==> src/rtl/la_capture_ctrl.sv <==
// rtl/la_capture_ctrl.sv - logic-analyser capture sequencer: arm, tick divider, edge trigger, FIFO write
// Optional LA_INPUT_SYNC_EN: 2-flop synchronizer on din ahead of trigger detection and storage.
module la_capture_ctrl #(
  parameter int INPUT_WIDTH = 6,
  parameter int CNT_WIDTH   = 32,
  parameter int CFG_MAX     = 12
) (
  input  logic                   clk,
  input  logic                   rst,
  input  logic                   sample_run,
  input  logic [CNT_WIDTH-1:0]   sample_num,
  input  logic [3:0]             sample_clk_cfg,
  input  logic [1:0]             triger_type,
  input  logic [2:0]             trigger_channel,
  input  logic [INPUT_WIDTH-1:0] din,
  input  logic                   fifo_afull,
  output logic                   wr_en,
  output logic [INPUT_WIDTH-1:0] wr_data,
  output logic                   armed,
  output logic                   busy,
  output logic                   capture_done,
  output logic                   overflow,
  output logic [CNT_WIDTH-1:0]   cap_count
);

  typedef enum logic [1:0] {S_IDLE, S_ARM, S_CAPTURE, S_DONE} state_t;

  localparam logic [3:0] CFG_MAX_C = 4'(CFG_MAX);

  state_t                 state, state_nxt;
  logic                   run_q;
  logic [3:0]             cfg_q;
  logic [1:0]             type_q;
  logic [2:0]             chan_q;
  logic [CNT_WIDTH-1:0]   num_q;
  logic [15:0]            div;
  logic [15:0]            div_max;
  logic                   first_q;
  logic [INPUT_WIDTH-1:0] prev;
  logic [INPUT_WIDTH-1:0] din_s;
  logic                   start, tick, store;
  logic                   trig_imm, edge_hit, sel_prev, sel_cur;
  logic [CNT_WIDTH-1:0]   cnt_next;
  logic [3:0]             cfg_in;

`ifdef LA_INPUT_SYNC_EN
  logic [INPUT_WIDTH-1:0] sync1, sync2;
  always_ff @(posedge clk) begin
    if (rst) begin
      sync1 <= '0;
      sync2 <= '0;
    end else begin
      sync1 <= din;
      sync2 <= sync1;
    end
  end
  assign din_s = sync2;
`else
  assign din_s = din;
`endif

  assign cfg_in   = (sample_clk_cfg > CFG_MAX_C) ? CFG_MAX_C : sample_clk_cfg;
  assign start    = (state == S_IDLE) && sample_run && !run_q;
  assign tick     = (div == 16'd0);
  assign div_max  = 16'((17'd1 << cfg_q) - 17'd1);
  assign trig_imm = (type_q == 2'b00) || ({29'd0, chan_q} >= 32'(INPUT_WIDTH));

  // Channel select by loop so out-of-range indices never address a missing bit.
  always_comb begin
    sel_prev = 1'b0;
    sel_cur  = 1'b0;
    for (int i = 0; i < INPUT_WIDTH; i++) begin
      if (chan_q == 3'(i)) begin
        sel_prev = prev[i];
        sel_cur  = din_s[i];
      end
    end
  end

  always_comb begin
    case (type_q)
      2'b01:   edge_hit = !sel_prev && sel_cur;
      2'b10:   edge_hit = sel_prev && !sel_cur;
      2'b11:   edge_hit = sel_prev ^ sel_cur;
      default: edge_hit = 1'b0;
    endcase
  end

  always_comb begin
    if (state == S_ARM)
      cnt_next = CNT_WIDTH'(1);
    else if (&cap_count)
      cnt_next = cap_count;
    else
      cnt_next = cap_count + CNT_WIDTH'(1);
  end

  always_ff @(posedge clk) begin
    if (rst) state <= S_IDLE;
    else     state <= state_nxt;
  end

  always_comb begin
    state_nxt = state;
    store     = 1'b0;
    case (state)
      S_IDLE: begin
        if (start)
          state_nxt = (sample_num == '0) ? S_DONE : S_ARM;
      end
      S_ARM: begin
        if (!sample_run) begin
          state_nxt = S_IDLE;
        end else if (tick && (trig_imm || (!first_q && edge_hit))) begin
          store     = 1'b1;
          state_nxt = (num_q == CNT_WIDTH'(1)) ? S_DONE : S_CAPTURE;
        end
      end
      S_CAPTURE: begin
        if (!sample_run) begin
          state_nxt = S_IDLE;
        end else if (tick) begin
          store = 1'b1;
          if (cnt_next == num_q)
            state_nxt = S_DONE;
        end
      end
      S_DONE: begin
        if (!sample_run)
          state_nxt = S_IDLE;
      end
      default: state_nxt = S_IDLE;
    endcase
  end

  always_ff @(posedge clk) begin
    if (rst) begin
      run_q     <= 1'b0;
      cfg_q     <= '0;
      type_q    <= '0;
      chan_q    <= '0;
      num_q     <= '0;
      div       <= '0;
      first_q   <= 1'b0;
      prev      <= '0;
      cap_count <= '0;
      overflow  <= 1'b0;
      wr_en     <= 1'b0;
      wr_data   <= '0;
    end else begin
      run_q <= sample_run;
      wr_en <= 1'b0;
      if (start) begin
        cfg_q     <= cfg_in;
        type_q    <= triger_type;
        chan_q    <= trigger_channel;
        num_q     <= sample_num;
        div       <= '0;
        first_q   <= 1'b1;
        cap_count <= '0;
        overflow  <= 1'b0;
      end else if (state == S_ARM || state == S_CAPTURE) begin
        div <= (div == div_max) ? 16'd0 : div + 16'd1;
        if (state == S_ARM && tick) begin
          prev    <= din_s;
          first_q <= 1'b0;
        end
      end
      // A dropped sample still counts so the sample index stays aligned to time.
      if (store) begin
        cap_count <= cnt_next;
        if (fifo_afull) begin
          overflow <= 1'b1;
        end else begin
          wr_en   <= 1'b1;
          wr_data <= din_s;
        end
      end
    end
  end

  assign armed        = (state == S_ARM);
  assign busy         = (state == S_ARM) || (state == S_CAPTURE);
  assign capture_done = (state == S_DONE);

endmodule

==> config.mk <==
export PLATFORM = sky130hd
export DESIGN_NAME = la_capture_ctrl
export DESIGN_NICKNAME = d
export VERILOG_FILES = /design/src/rtl/la_capture_ctrl.sv
export SDC_FILE = /design/constraint.sdc
export NUM_CORES = 1
export LEC_CHECK = 0
export BUFFER_PORTS_ARGS = -buffer_cell sky130_fd_sc_hd__buf_2
export CAP_MARGIN = 20
export CORE_UTILIZATION = 45
export DETAILED_ROUTE_END_ITERATION = 7
export PLACE_DENSITY = 0.69
export SLEW_MARGIN = 20
export SYNTH_ARGS = -nofsm -noshare
export SYNTH_HDL_FRONTEND = slang
export SYNTH_SLANG_ARGS = --single-unit
==> constraint.sdc <==
create_clock -name clk -period 11 [get_ports clk]
set_clock_uncertainty 0.15 [all_clocks]
set_input_delay 2.2 -clock clk [delete_from_list [all_inputs] [get_ports clk]]
set_output_delay 2.2 -clock clk [all_outputs]
set_load 0.02 [all_outputs]
==> results.cfg, run 1 <==
[die]
dieHeight_um = 130
start_util = 0.461
row_count = 46
dieArea_um2 = 16800
coreArea_um2 = 15900
ios = 94
die_w_um = 130

[cts]
cts_made_buffers = 9
insertion_delay_ns = 0.37
clock_sinks = 107
clk_path_buf_depth = 2
cts_root_buffer = clkbuf_16
cts.repair.resized = 0
cts_hold_buf = 0
htreeDepth = 3
post-cts-setup-buffers = 0
cts_tree = done
clk_pin_slew_worst_paths_ns = 0.08

[synthesis]
synth-async-reset-ratio = 0
synth_area_um2 = 7330
yosys.area.top_type = dfxtp_1
ys_ff_latch = 107
yosysMostFrequentCell = nand2_1
synthTopCellsByCount = nand2_1, a21oi_1, dfxtp_1, nor2_1, clkbuf_1
synthesis.instances = 1032
yosys-top-cells-area = dfxtp_1, a21oi_1, nand2_1
yosysWarningCount = 0
synth_fp_nets = 1094
synth_edf_count = 0
yosysUniqueCellTypes = 76
synthDominantCellAreaShare = 0.292
ys_seq_area_frac = 0.292
synthFlopType = dfxtp_1
syn_area_per_cell_um2 = 7.10

[timing]
slew_headroom = 0.262
fmax_ghz = 0.177
finalSetupViolCount = 0
setup_tns_ns = 0
fin_crit_sh = 0.513
rsz0062_at_grt = no
min_period_ns = 5.65
timing_hold_violations_final = 0
worst_slew_pin_slew_ns = 1.10
timing.final.max_slew_violations = 0
finalWorstSetupSlack_ns = 5.35

[worst_setup_path]
worst_setup_path_start_kind = input pin
crit_type = in -> reg
cp_max_fo = 25
worstPathRequired_ns = 11.13
cp-end-kind = register
rr_worst_depth = 11
cp.arrival_ns = 5.78

[cells_and_area]
fillers = 1624
fin_cells = 1281
drive_gt1_frac = 0.133
regArea_um2 = 2140
multi_input_area_um2 = 4740
fin_util = 0.509
syn2layout_area_growth_pct = 10.3
antenna_cells = 0
nNetsFinal = 1122

[detailed_routing]
wl_um = 23400
drt_iter0_markers = 834
wl_per_cell_um = 18.3
drt_drc_violations_left = 0
vias = 7988
drt_first_pass_iters = 5
detail_route.vias_per_cell = 6.24
ant_nets = 0

[pwr]
power.leakage_nw = 2.83
fin_total_pwr_mw = 1.37
ir_drop_v = 0.000109
power.density_nw_per_um2 = 169

[grt]
grt_first_pass_wirelength_um = 37700
grt_max_degree = 94
grt-busiest-layer = met2
grtUsageTotal = 0.288
met3_usage = 0.0504
gr-usage-met1 = 0.395
met2_usage = 0.449
grt_pass1_vias = 7055
overflow = 0
antenna_found_initial = 0

[placement]
hpwl_um = 16800
placedCellCount = 1265
dp_slack_ns = 4.99
io_buffers = 93
gp_congestion = 0.951

[outcome]
status = finished clean

[flow_run]
cap_violations = 0

[worst_hold_path]
hold_depth = 2
hold_class = reg -> reg
==> area by class of cell <==
cell class / count / area share
clock buffer: 9 / 0.0278
clock inverter: 7 / 0.00897
inverter: 31 / 0.0144
multi-input combinational: 810 / 0.586
sequential: 107 / 0.265
tap: 216 / 0.0334
timing repair buffer: 101 / 0.0650
==> worst max-delay path, cell delays in order <==
cell and delay [ns]:
buf_2 0.11, mux2i_1 0.13, nor2_1 0.06, a31oi_1 0.14
nor2_1 0.05, a221o_1 0.29, ha_1 0.28, nor4bb_1 0.26
a21oi_1 0.07, o211ai_1 0.12, nor2_1 0.09, nor4_1 0.48
nand2_1 0.71, or4_1 0.64, a21oi_1 0.14
==> metal layers <==
layer / vias to the layer above / wire length, um
met4: 0 / 719
li1: 3833 / -
met5: - / 0
met2: 406 / 10500
met3: 48 / 2210
met1: 3701 / 9940
==> flip-flops by register name (all words and copies together), names as in the netlist, 2 cells and up <==
register   count
type_q         2
cfg_q          4
num_q         32
div           16
state          2
cap_count     32
chan_q         3
wr_data        6
prev           6
==> logic make-up after synthesis <==
kind of cell | after synthesis | synth area share
compound gates | 266 | 0.226
xor+xnor | 30 | 0.0396
fa+ha+maj | 12 | 0.0201
buf+inv | 115 | 0.0644
flops | 107 | 0.292
mux | 19 | 0.0263
simple gates | 483 | 0.332
==> power breakdown <==
part | total [mW] | internal, mW | switching [mW]
logic | 0.548 | 0.195 | 0.353
clock network | 0.332 | 0.161 | 0.171
registers | 0.487 | 0.426 | 0.0607
total | 1.37 | 0.782 | 0.585
==> path summary, 6_finish.rpt <==
check               startpoint      endpoint  slack (ns)
setup / recovery        din[2]  cap_count[4]        5.35
hold / removal       type_q[0]     type_q[0]        0.33
setup reg to reg  cap_count[0]      state[0]        6.44
hold reg to reg      type_q[0]     type_q[0]        0.33
==> cell usage in the layout (no fill, tap or decap), drive strengths merged, types with 10 or more instances in the layout <==
cell      n
a21oi   111
a31oi    17
and3     18
buf     101
dfxtp   107
ha       11
inv      34
mux2i    17
nand2   143
nand2b   12
nand3    45
nand4    25
nor2     96
nor3     41
nor4     37
o21ai    50
o31ai    10
or3      19
or4      14
xnor2    12
xor2     16
==> metrics by stage <==
step	cell area [um^2]	hold WS (ns)
floorplan	7330	0.294
global placement	7790	0.317
detailed placement	7790	0.319
CTS	8090	0.329
global route	8090	0.369
finish	8090	0.329
Note: power is estimated with default switching activity, not from simulation.
==> inputs of run 2 (changes only) <==
clock period = 5.8 ns   (was 11 ns; I/O delays follow)
==> results.cfg, run 2 (synthesis gave the netlist of run 1 again) <==
[cells_and_area]
final_area_um2 = 8120
antenna_cells = 0
drive_gt1_frac = 0.137
nNetsFinal = 1127
syn2layout_area_growth_pct = 10.8
largestRegisters = cap_count (32), num_q (32), div (16)
fin_util = 0.511
fillers = 1681
final_common_cell = nand2_1
multi_input_area_um2 = 4740
layout_common_cells = nand2_1, a21oi_1, dfxtp_1
regArea_um2 = 2140

[grt]
grt_max_degree = 68
grtUsageTotal = 0.291
antenna_found_initial = 1
grt_first_pass_wirelength_um = 38200
grt_pass1_vias = 7124
overflow = 0

[die]
start_util = 0.461
ios = 94
row_count = 46
dieArea_um2 = 16800
die_w_um = 130
dieHeight_um = 130
coreArea_um2 = 15900

[placement]
dp_slack_ns = 1.10
gp_congestion = 0.957
hpwl_um = 17400
io_buffers = 93
dpl-instance-area_um2 = 7830

[detailed_routing]
wl_um = 23900
drt_iter0_markers = 994
vias = 7994
drt_first_pass_iters = 6
drt_drc_violations_left = 0
detail_route.vias_per_cell = 6.22
wl_per_cell_um = 18.6
ant_nets = 0

[cts]
cts_root_buffer = clkbuf_16
insertion_delay_ns = 0.36
cts_made_buffers = 9
cts.repair.resized = 0
post-cts-setup-buffers = 0
clk_pin_slew_worst_paths_ns = 0.08
cts_hold_buf = 0
clk_path_buf_depth = 2
htreeDepth = 3
cts_tree = done
clock_sinks = 107

[outcome]
status = finished clean

[worst_setup_path]
cp-end-kind = register
cp.buffers_inverters = 1
cp.arrival_ns = 4.67
crit_slowest_cell = nor4_1
worst_setup_path_start_kind = register
worstPathRequired_ns = 5.93
rr_worst_depth = 12
crit_path_max_incr_delay_ns = 0.88
regToRegSetupSlack_ns = 1.26
cp_max_fo = 12
rr_endpoint = state[0]
r2r_start = cap_count[0]
worst_path_dominant_cell_family = simple AND/OR/NAND/NOR gates
path_cells = ha_1, and3_1, nand3_4, nor4_1, buf_4, o21a_1, o21ai_0, a2111oi_2, nand4_1, nor4_2, nor2_1, a221oi_2
crit_type = reg -> reg

[pwr]
power.density_nw_per_um2 = 322
power.leakage_nw = 2.85
ir_drop_v = 0.000235
fin_total_pwr_mw = 2.61

[timing]
setup_tns_ns = 0
timing.final.max_slew_violations = 0
finalSetupViolCount = 0
min_period_ns = 4.54
fmax_ghz = 0.220
worst_slew_pin_slew_ns = 1.02
finalWorstSetupSlack_ns = 1.26
fin_crit_sh = 0.783
timing_hold_violations_final = 0
slew_headroom = 0.313
rsz0062_at_grt = no

[worst_hold_path]
hold_depth = 2
hold_class = reg -> reg
hold_path_end = type_q[0]
worstHoldStart = type_q[0]

[flow_run]
cap_violations = 0
## run 2: cell count changes in the layout (fill, tap and decap cells not counted)
cell        previous run  this run
buf_4                  8        13
clkinvlp_4             1         0
inv_6                  1         4
inv_8                  2         0
## run 2: layer usage
layer,track usage,share of wire,vias up
met4,0.127,0.030,2
met5,0,0.00071,-
met3,0.0508,0.088,54
met2,0.455,0.46,395
met1,0.393,0.42,3690
li1,-,-,3853
## run 2: worst max path at each step
stage / startpoint / to / slack [ns] / depth (start not counted)
after floorplan: din[2] / cap_count[13] / 1.72 / 16
after global placement: din[2] / cap_count[26] / 1.20 / 16
after detailed placement: din[2] / cap_count[26] / 1.10 / 16
after CTS: cap_count[0] / state[0] / 1.33 / 12
after global routing: cap_count[0] / state[0] / 1.01 / 12
final: cap_count[0] / state[0] / 1.26 / 12
## run 2: report_power, final
part | switching (mW) | total, mW | internal, mW | leakage [nW]
registers | 0.118 | 0.926 | 0.809 | 0.868
clock network | 0.316 | 0.619 | 0.303 | 0.144
logic | 0.684 | 1.07 | 0.385 | 1.84
## run 2: layout make-up
class                      count  area share
inverter                      31      0.0143
tap                          216      0.0333
timing repair buffer         106      0.0693
sequential                   107       0.264
multi-input combinational    810       0.583
clock buffer                   9      0.0277
clock inverter                 7     0.00847
## run 2: worst register-to-register path: cells and delay by family (launching register included)
family	cells	cell delay [ns]
AO/OA/AOI/OAI	4	0.90
adder cells (fa/ha/maj)	1	0.34
buffers and inverters	1	0.31
flip-flops	1	0.60
AND/OR/NAND/NOR	6	2.14
## run 2: per-stage QoR
stage | cells | hold slack, ns
floorplan | 1032 | 0.294
global placement | 1270 | 0.317
detailed placement | 1270 | 0.319
CTS | 1286 | 0.330
global route | 1286 | 0.355
finish | 1286 | 0.333
